$ cat src/rtl/mips_regarb_pkg.sv
// rtl/mips_regarb_pkg.sv - shared constants and types for the register-file write arbiter
package mips_regarb_pkg;

   localparam int REG_ADDR_WIDTH = 5;
   localparam int REG_DATA_WIDTH = 32;

   typedef enum logic {
      REQ_ALU = 1'b0,
      REQ_MEM = 1'b1
   } req_id_e;

   typedef struct packed {
      logic [REG_ADDR_WIDTH-1:0] reg_addr;
      logic [REG_DATA_WIDTH-1:0] data;
   } wr_req_t;

endpackage

$ cat src/rtl/mips_regarb_fifo.sv
// rtl/mips_regarb_fifo.sv - per-requester write FIFO with per-slot valid/address taps
module mips_regarb_fifo
   import mips_regarb_pkg::*;
#(
   parameter int DEPTH      = 2,
   parameter int DATA_WIDTH = REG_DATA_WIDTH,
   parameter int ADDR_WIDTH = REG_ADDR_WIDTH
) (
   input  logic                             clk,
   input  logic                             reset,
   input  logic                             push,
   input  logic [ADDR_WIDTH-1:0]            push_reg,
   input  logic [DATA_WIDTH-1:0]            push_data,
   input  logic                             pop,
   output logic [ADDR_WIDTH-1:0]            head_reg,
   output logic [DATA_WIDTH-1:0]            head_data,
   output logic                             full,
   output logic                             empty,
   output logic [DEPTH-1:0]                 entry_valid,
   output logic [DEPTH-1:0][ADDR_WIDTH-1:0] entry_reg
);

   localparam int PTR_W = $clog2(DEPTH);

   logic [ADDR_WIDTH-1:0] reg_mem  [DEPTH];
   logic [DATA_WIDTH-1:0] data_mem [DEPTH];
   logic [PTR_W-1:0]      rd_ptr;
   logic [PTR_W-1:0]      wr_ptr;
   logic [DEPTH-1:0]      valid_q;
   logic                  do_push;
   logic                  do_pop;

   // Occupancy is tracked per slot; the valid bits double as the hazard taps.
   assign full    = &valid_q;
   assign empty   = ~|valid_q;
   assign do_push = push && !full;
   assign do_pop  = pop && !empty;

   always_ff @(posedge clk) begin
      if (reset) begin
         rd_ptr  <= '0;
         wr_ptr  <= '0;
         valid_q <= '0;
      end else begin
         if (do_push) wr_ptr <= wr_ptr + PTR_W'(1);
         if (do_pop)  rd_ptr <= rd_ptr + PTR_W'(1);
         for (int i = 0; i < DEPTH; i++) begin
            if (do_push && wr_ptr == PTR_W'(i))
               valid_q[i] <= 1'b1;
            else if (do_pop && rd_ptr == PTR_W'(i))
               valid_q[i] <= 1'b0;
         end
      end
   end

   always_ff @(posedge clk) begin
      if (do_push) begin
         reg_mem[wr_ptr]  <= push_reg;
         data_mem[wr_ptr] <= push_data;
      end
   end

   assign head_reg    = reg_mem[rd_ptr];
   assign head_data   = data_mem[rd_ptr];
   assign entry_valid = valid_q;

   always_comb begin
      for (int i = 0; i < DEPTH; i++)
         entry_reg[i] = reg_mem[i];
   end

endmodule

$ cat src/rtl/mips_regfile_write_arbiter.sv
// rtl/mips_regfile_write_arbiter.sv - shares the register-file write port between ALU and load writeback
// MIPS_REGARB_ROUND_ROBIN_EN selects round-robin arbitration instead of fixed MEM-over-ALU priority.
module mips_regfile_write_arbiter
   import mips_regarb_pkg::*;
#(
   parameter int DEPTH      = 2,
   parameter int DATA_WIDTH = REG_DATA_WIDTH,
   parameter int ADDR_WIDTH = REG_ADDR_WIDTH
) (
   input  logic                  clk,
   input  logic                  reset,
   input  logic                  alu_req_valid,
   output logic                  alu_req_ready,
   input  logic [ADDR_WIDTH-1:0] alu_req_reg,
   input  logic [DATA_WIDTH-1:0] alu_req_data,
   input  logic                  mem_req_valid,
   output logic                  mem_req_ready,
   input  logic [ADDR_WIDTH-1:0] mem_req_reg,
   input  logic [DATA_WIDTH-1:0] mem_req_data,
   output logic [ADDR_WIDTH-1:0] write_reg,
   output logic [DATA_WIDTH-1:0] write_data,
   output logic                  signal_reg_write,
   output logic [31:0]           pending_mask
);

   logic                             alu_full, alu_empty, mem_full, mem_empty;
   logic                             alu_push, mem_push, alu_pop, mem_pop;
   logic [ADDR_WIDTH-1:0]            alu_head_reg, mem_head_reg;
   logic [DATA_WIDTH-1:0]            alu_head_data, mem_head_data;
   logic [DEPTH-1:0]                 alu_entry_valid, mem_entry_valid;
   logic [DEPTH-1:0][ADDR_WIDTH-1:0] alu_entry_reg, mem_entry_reg;
   logic                             any_req;
   logic                             prefer_mem;
   req_id_e                          grant;

   // Register 0 is hardwired; its writes complete the handshake but never queue.
   assign alu_req_ready = !alu_full && !reset;
   assign mem_req_ready = !mem_full && !reset;
   assign alu_push      = alu_req_valid && alu_req_ready && (alu_req_reg != '0);
   assign mem_push      = mem_req_valid && mem_req_ready && (mem_req_reg != '0);

   mips_regarb_fifo #(.DEPTH(DEPTH), .DATA_WIDTH(DATA_WIDTH), .ADDR_WIDTH(ADDR_WIDTH)) u_alu_fifo (
      .clk        (clk),
      .reset      (reset),
      .push       (alu_push),
      .push_reg   (alu_req_reg),
      .push_data  (alu_req_data),
      .pop        (alu_pop),
      .head_reg   (alu_head_reg),
      .head_data  (alu_head_data),
      .full       (alu_full),
      .empty      (alu_empty),
      .entry_valid(alu_entry_valid),
      .entry_reg  (alu_entry_reg)
   );

   mips_regarb_fifo #(.DEPTH(DEPTH), .DATA_WIDTH(DATA_WIDTH), .ADDR_WIDTH(ADDR_WIDTH)) u_mem_fifo (
      .clk        (clk),
      .reset      (reset),
      .push       (mem_push),
      .push_reg   (mem_req_reg),
      .push_data  (mem_req_data),
      .pop        (mem_pop),
      .head_reg   (mem_head_reg),
      .head_data  (mem_head_data),
      .full       (mem_full),
      .empty      (mem_empty),
      .entry_valid(mem_entry_valid),
      .entry_reg  (mem_entry_reg)
   );

`ifdef MIPS_REGARB_ROUND_ROBIN_EN
   req_id_e last_grant;

   // Every grant, contended or not, moves the flag so ties go to the other side.
   always_ff @(posedge clk) begin
      if (reset)
         last_grant <= REQ_ALU;
      else if (any_req)
         last_grant <= grant;
   end

   assign prefer_mem = (last_grant == REQ_ALU);
`else
   assign prefer_mem = 1'b1;
`endif

   assign any_req = !alu_empty || !mem_empty;
   assign grant   = (!mem_empty && (alu_empty || prefer_mem)) ? REQ_MEM : REQ_ALU;
   assign mem_pop = any_req && (grant == REQ_MEM);
   assign alu_pop = any_req && (grant == REQ_ALU);

   always_ff @(posedge clk) begin
      if (reset) begin
         signal_reg_write <= 1'b0;
         write_reg        <= '0;
         write_data       <= '0;
      end else if (any_req) begin
         signal_reg_write <= 1'b1;
         write_reg        <= (grant == REQ_MEM) ? mem_head_reg  : alu_head_reg;
         write_data       <= (grant == REQ_MEM) ? mem_head_data : alu_head_data;
      end else begin
         signal_reg_write <= 1'b0;
      end
   end

   // Queued entries plus the write currently on the port are all still in flight.
   always_comb begin
      pending_mask = '0;
      for (int i = 0; i < DEPTH; i++) begin
         if (alu_entry_valid[i]) pending_mask[alu_entry_reg[i]] = 1'b1;
         if (mem_entry_valid[i]) pending_mask[mem_entry_reg[i]] = 1'b1;
      end
      if (signal_reg_write) pending_mask[write_reg] = 1'b1;
   end

endmodule
$ cat config.mk
export PLATFORM = sky130hd
export DESIGN_NAME = mips_regfile_write_arbiter
export DESIGN_NICKNAME = d
export VERILOG_FILES = /design/src/rtl/mips_regarb_pkg.sv /design/src/rtl/mips_regarb_fifo.sv /design/src/rtl/mips_regfile_write_arbiter.sv
export SDC_FILE = /design/constraint.sdc
export NUM_CORES = 1
export LEC_CHECK = 0
export BUFFER_PORTS_ARGS = -buffer_cell sky130_fd_sc_hd__buf_2
export CAP_MARGIN = 20
export CORE_MARGIN = 2
export CORE_UTILIZATION = 45
export DETAILED_ROUTE_END_ITERATION = 10
export HOLD_SLACK_MARGIN = 0.12
export PLACE_DENSITY = 0.65
export SLEW_MARGIN = 20
export SYNTH_ARGS = -nofsm -noshare
export SYNTH_HDL_FRONTEND = slang
export SYNTH_SLANG_ARGS = --single-unit
$ cat constraint.sdc
create_clock -name clk -period 3.5 [get_ports clk]
set_clock_uncertainty 0.1 [all_clocks]
set_input_delay 0 -clock clk [delete_from_list [all_inputs] [get_ports clk]]
set_output_delay 0 -clock clk [all_outputs]
set_load 0.05 [all_outputs]
Yosys cells after proc, flatten, opt, wreduce, memory -nomap -nowiden. Memory sizes are Yosys's and may differ from the RTL's. A register that Yosys moved wholly into a read port is not among the register bits. Index checks and enable logic that the tools add are counted.

Register bits after elaboration: 46. Latch bits: 0. Bits in writable memories: 148. Memory bits (read-only): 0. Bits of input ports: 78. Word-level logic and storage cells: 116. Memories: 4.

Memory list: u_alu_fifo.data_mem (words 2, bits a word 32, read ports 1, clocked after memory_dff 1, wr ports 1, RTL line mips_regarb_fifo.sv:26) `logic [DATA_WIDTH-1:0] data_mem [DEPTH];`; u_mem_fifo.data_mem (words 2, bits a word 32, read ports 1, clocked after memory_dff 1, wr ports 1, RTL line mips_regarb_fifo.sv:26); u_alu_fifo.reg_mem (words 2, bits a word 5, read ports 3, clocked after memory_dff 1, wr ports 1, RTL line mips_regarb_fifo.sv:25) `logic [ADDR_WIDTH-1:0] reg_mem [DEPTH];`; u_mem_fifo.reg_mem (words 2, bits a word 5, read ports 3, clocked after memory_dff 1, wr ports 1, RTL line mips_regarb_fifo.sv:25).

Add/subtract/negate cells: 4. Multipliers: 0. Div/mod/pow operators: 0. $lt $le $gt $ge: 10. Equal/unequal tests: 0. Shift operators: 0. Mux-type cells: 39. Bitwise logic cells: 8. Reduce and logical (&&, ||, !) cells: 40.

Operator list (number): $mux 32 (6); $or 32x32->32 (4); $lt 5x6->1 const B (5); $mux 1 (27); $demux 1 s5 (5); $ge 5x1->1 const B (5); $logic_and 1x1->1 (25); $reduce_bool 5->1 (2); $reduce_bool 2->1 (4); $mux 5 (1); $add 1x1->1 const B (4); $logic_not 1->1 (4); $not 1->1 (4); $reduce_and 2->1 (2); $reduce_or 2->1 (2); $logic_or 1x1->1 (1).

Logic depth before layout (Yosys ltp). An unclocked memory read counts as a cell.

Depth after elaboration: 14. Mapped depth: 7. Depth with buffers taken out: 5.

Hierarchy. Synthesis repeated with hierarchy kept, for this count alone.

Cell total of the unflattened synthesis: 675. Area, all modules: 9150.0 um^2.

Modules (own cells, without submodules): mips_regarb_fifo (instances 2, cells each 139, area an instance 3022.9 um^2); mips_regfile_write_arbiter (instances 1, cells each 397, area an instance 3104.2 um^2).

Least setup slack after synthesis. OpenSTA, ideal clock, no wires.

Path type: reg-to-reg. From: register u_alu_fifo.valid_q[1], in the netlist u_alu_fifo.entry_valid[1]. To: memory u_alu_fifo.data_mem[1][0] (netlist bit) (enable). Setup time: 0.431 ns. Data arrival time: 3.274 ns. Path slack: -0.305 ns. Cell stages (with the launch flop): 5. Cell sequence: dfxtp_1 buf_2 a21oi_1 o211ai_2 nor2_1.

Word-level cells in the longest chain between the ends: 8.

Ends and longest elaborated chain: start, declared (RTL line mips_regarb_fifo.sv:29) `logic [DEPTH-1:0] valid_q;`; start signal, assigned (RTL line mips_regarb_fifo.sv:43) `valid_q <= '0;`; start signal, assigned by index (RTL line mips_regarb_fifo.sv:49) `valid_q[i] <= 1'b1;`; start signal, assigned by index (RTL line mips_regarb_fifo.sv:51) `valid_q[i] <= 1'b0;`; $reduce_and 2->1 (RTL line mips_regarb_fifo.sv:34) `assign full = &valid_q;`; $logic_not 1->1 (RTL line mips_regfile_write_arbiter.sv:37) `assign alu_req_ready = !alu_full && !reset;`; $logic_and 1x1->1 (RTL line mips_regfile_write_arbiter.sv:37); net alu_req_ready (RTL line mips_regfile_write_arbiter.sv:13) `output logic alu_req_ready,`; $logic_and 1x1->1 (2 in a row) (RTL line mips_regfile_write_arbiter.sv:39) `assign alu_push = alu_req_valid && alu_req_ready && (alu_req_reg != '0);`; $logic_and 1x1->1 (RTL line mips_regarb_fifo.sv:36) `assign do_push = push && !full;`; $mux 1 (RTL line mips_regarb_fifo.sv:57) `if (do_push) begin`; $mux 1 (not written as such) (RTL line mips_regarb_fifo.sv:59) `data_mem[wr_ptr] <= push_data;`; end, declared (RTL line mips_regarb_fifo.sv:26).

The timed path passes the listed nets, and every way through them passes these cells.

Final worst setup path.
From: register u_mem_fifo.valid_q[0], in the netlist u_mem_fifo.entry_valid[0]. To: output pending_mask[18].

Word-level cells in the longest chain between the ends: 7.

Ends and longest elaborated chain: start, declared (RTL line mips_regarb_fifo.sv:29); start signal, assigned (RTL line mips_regarb_fifo.sv:43); start signal, assigned by index (RTL line mips_regarb_fifo.sv:49); start signal, assigned by index (RTL line mips_regarb_fifo.sv:51); $mux 32 * (RTL line mips_regfile_write_arbiter.sv:112) `if (mem_entry_valid[i]) pending_mask[mem_entry_reg[i]] = 1'b1;`; $or 32x32->32 (no source line); $mux 32 * (RTL line mips_regfile_write_arbiter.sv:111) `if (alu_entry_valid[i]) pending_mask[alu_entry_reg[i]] = 1'b1;`; $or 32x32->32 (no source line); $mux 32 * (RTL line mips_regfile_write_arbiter.sv:112); $or 32x32->32 (no source line); $mux 32 * (RTL line mips_regfile_write_arbiter.sv:114) `if (signal_reg_write) pending_mask[write_reg] = 1'b1;`; end, declared (RTL line mips_regfile_write_arbiter.sv:23) `output logic [31:0] pending_mask`.

Every way passes the cells marked *; elsewhere a longest branch is shown, timed or not.

==> metrics <==
TritonCTS clock tree yes; Slew headroom 55.69%; biggest regs u_alu_fifo.data_mem (64), u_mem_fifo.data_mem (64), write_data (32); Final Max Slew Viols 0; Vias/cell 5.703; P_leak approximately 4.1 nW; DR iter-0 viols 478; leading cell type in the layout, fill and taps excluded buf_2; Top delay family on crit path simple AND/OR/NAND/NOR gates; Crit-path slowest cell nor4bb_2; Post-CTS Setup Inserts 0; DP Area 9907 µm²; met2 Resource Use GR 38.33%; total number of vias around 6800; nets 1005; Area Overhead vs Synth 25.51%; Yosys reg bits between 150 and 200; starting density of the core 45.89%; Num CTS Buffers 17; syn nets 798; post-synthesis async set-or-reset flop share 0%; All-Layer GR Usage 22.82%; Power Density around 520 nW/µm²; CP Launch Type flip-flop; mapped cell area approximately 9000 µm²; Max Cap Viol 0; post-DR wirelength/cell a little over 20 µm; ANT cells 0; met3 usage ~4.6%; initial antenna violation count 0; global routing usage on met1 29.52%; hold path start mem_req_data[13]; Crit Path Class reg2out; CP endpoint kind primary output; Hold Path Class in2reg; register area share after synthesis 60.33%; Worst Reg-to-Reg Cells 4; Tot Pwr a little under 6 mW; fin area about 11000 µm²; die area roughly 21000 µm²; Routed Wire Length 24330 µm; arrival time worst endpoint 2290 ps; hold depth 2; status finished, final reports clean; Cells after Synth 716; Reg clk slew, reported paths 70 ps; Fill cells 1678; fin crit period 2394 ps; Worst-Skew Late Latency 420 ps; I/O Buffers 149; drt drc 0; Chip Width 145.1 µm; Final period util 68.41%; proportion of layout cells with a drive suffix above 1 29.09%; largest net degree at the start of global routing 50; post-layout util between 50 and 60%; RSZ-0062 raised after global routing false; DP Wirelength ~16000 µm; CP Buf/Inv Count 1; Hold Path End u_mem_fifo.data_mem[0][13]; Syn Area/Cell roughly 13 µm²; commonest cells after routing, fill and taps aside buf_2, edfxtp_1, dlygate4sd3_1; Final Setup Violations 0; row count 51; worst-path maximum fanout 12; first-pass GRT wire length 37250 µm; gp weighted congestion 0.9538; Yosys cell types 53; worst slew pin tran 655.2 ps; GR peak layer met2; reg2reg start u_mem_fifo.entry_valid[1]; Initial DRT Pass Iterations 5; R2R setup slack between 1000 and 1500 ps; root buffer cell clkbuf_16; vias in the first global route between 6000 and 7000; Final ANT Viol Nets 0; GRT overflow 0; worst vdd ir 371.3 µV; critical path required time around 3400 ps; critical-path cell list nor4bb_2 > a22oi_1 > nand3_1 > buf_2; Main synth FF type edfxtp_1; # clock sinks 196; Die Y 145.1 µm; Post-synth EDFFs 148; fmax between 400 and 500 MHz; R2R Path End u_mem_fifo.data_mem[1][22]; # IOs 150; YS warnings 0; TNS Setup 0 ps; final hold violation count 0; core area 19530 µm²; H-tree depth 4; CP peak stage delay 630 ps; CTS Buffer Depth 2
where the power goes:
| part | switching (mW) | internal (mW) | total, mW |
|---|---|---|---|
| logic | 0.747 | 0.409 | 1.16 |
| registers | 0.213 | 2.67 | 2.88 |
| clock network | 0.823 | 1.02 | 1.84 |
| total | 1.78 | 4.09 | 5.88 |
cell usage after synthesis, drive strengths merged, types with 2 or more instances:
master | n | area share, %
nor4 | 2 | 0.21
o22a | 3 | 0.29
nand4b | 17 | 1.7
a21oi | 3 | 0.17
clkbuf | 12 | 0.52
nand2b | 15 | 1.0
o211ai | 4 | 0.45
or3 | 14 | 0.98
or4 | 3 | 0.34
nor2b | 37 | 2.6
and4bb | 13 | 1.8
and2 | 2 | 0.14
or2 | 6 | 0.45
a22oi | 23 | 1.9
ha | 4 | 0.56
mux2i | 2 | 0.22
buf | 35 | 2.3
nand3 | 47 | 2.6
nor2 | 26 | 1.2
nand2 | 65 | 2.7
o32ai | 5 | 0.49
nand3b | 12 | 1.0
nor4b | 6 | 1.0
o2bb2ai | 3 | 0.29
a2bb2oi | 5 | 0.49
inv | 8 | 0.34
mux2 | 50 | 6.3
o31ai | 12 | 1.0
dfxtp | 48 | 11
edfxtp | 148 | 50
a31oi | 25 | 1.7
nand4 | 10 | 0.70
o22ai | 21 | 1.5
a211oi | 24 | 2.0
kinds of logic (layout without fill, tap and decap cells):
group	after synthesis	in the layout	share of synthesized area (%)
DFF	196	196	60.33
muxes	52	52	6.507
AOI/OAI and AO/OA	132	132	10.71
xor gates and xnor gates	1	1	0.09777
and+or+nand+nor	276	276	18.66
adders and majority gates	4	4	0.5586
buffers and inverters	55	274	3.142
worst reg2reg max path, stage by stage (launching register included):
cell	delay, ps
dfxtp_1	500
a21oi_1	320
o211ai_2	240
nor2_4	380
buf_4	420
cell type report:
cell class	instances	area (µm²)	area share (%)
sequential	196	5413	48.13
clock inverter	11	106.4	0.9457
clock buffer	20	456.7	4.061
tap	265	331.6	2.948
multi-input combinational	465	3312	29.45
inverter	8	30.03	0.2670
timing repair buffer	235	1597	14.20
stage by stage:
step	setup slack [ps]	hold WS, ps	instances
final	1106	195.8	1200
after global routing	965.2	189.2	1200
after CTS	1113	180.5	1200
after detailed placement	1150	90.66	1092
after global placement	1211	87.72	1092
after floorplan	-305.1	-1.131	716
how the worst max path moves through the flow:
stage | from | end | slack (ps) | cells past startpoint
6_report | u_mem_fifo.entry_valid[0] | pending_mask[18] | 1110 | 4
4_1_cts | u_mem_fifo.entry_valid[0] | pending_mask[18] | 1110 | 4
2_1_floorplan | u_alu_fifo.entry_valid[1] | u_alu_fifo.data_mem[1][0] | -310 | 4
3_3_place_gp | u_mem_fifo.entry_valid[1] | u_mem_fifo.data_mem[1][16] | 1210 | 4
5_1_grt | u_mem_fifo.entry_valid[0] | pending_mask[18] | 970 | 4
3_5_place_dp | u_mem_fifo.entry_valid[1] | u_mem_fifo.data_mem[1][23] | 1150 | 4
what timing repair did:
action                    4_1_cts  5_1_grt
hold buffers                   77        0
hold endpoints to repair      224        0
resized for setup               0        0
per-layer routing:
layer	wire (µm)	up-vias	share of wire (%)
met4	626	0	2.6
met1	10240	3286	42
met5	0	-	0
met3	1712	43	7.0
li1	-	3190	-
met2	11760	324	48
No activity file was read; power rests on OpenSTA's default activity.
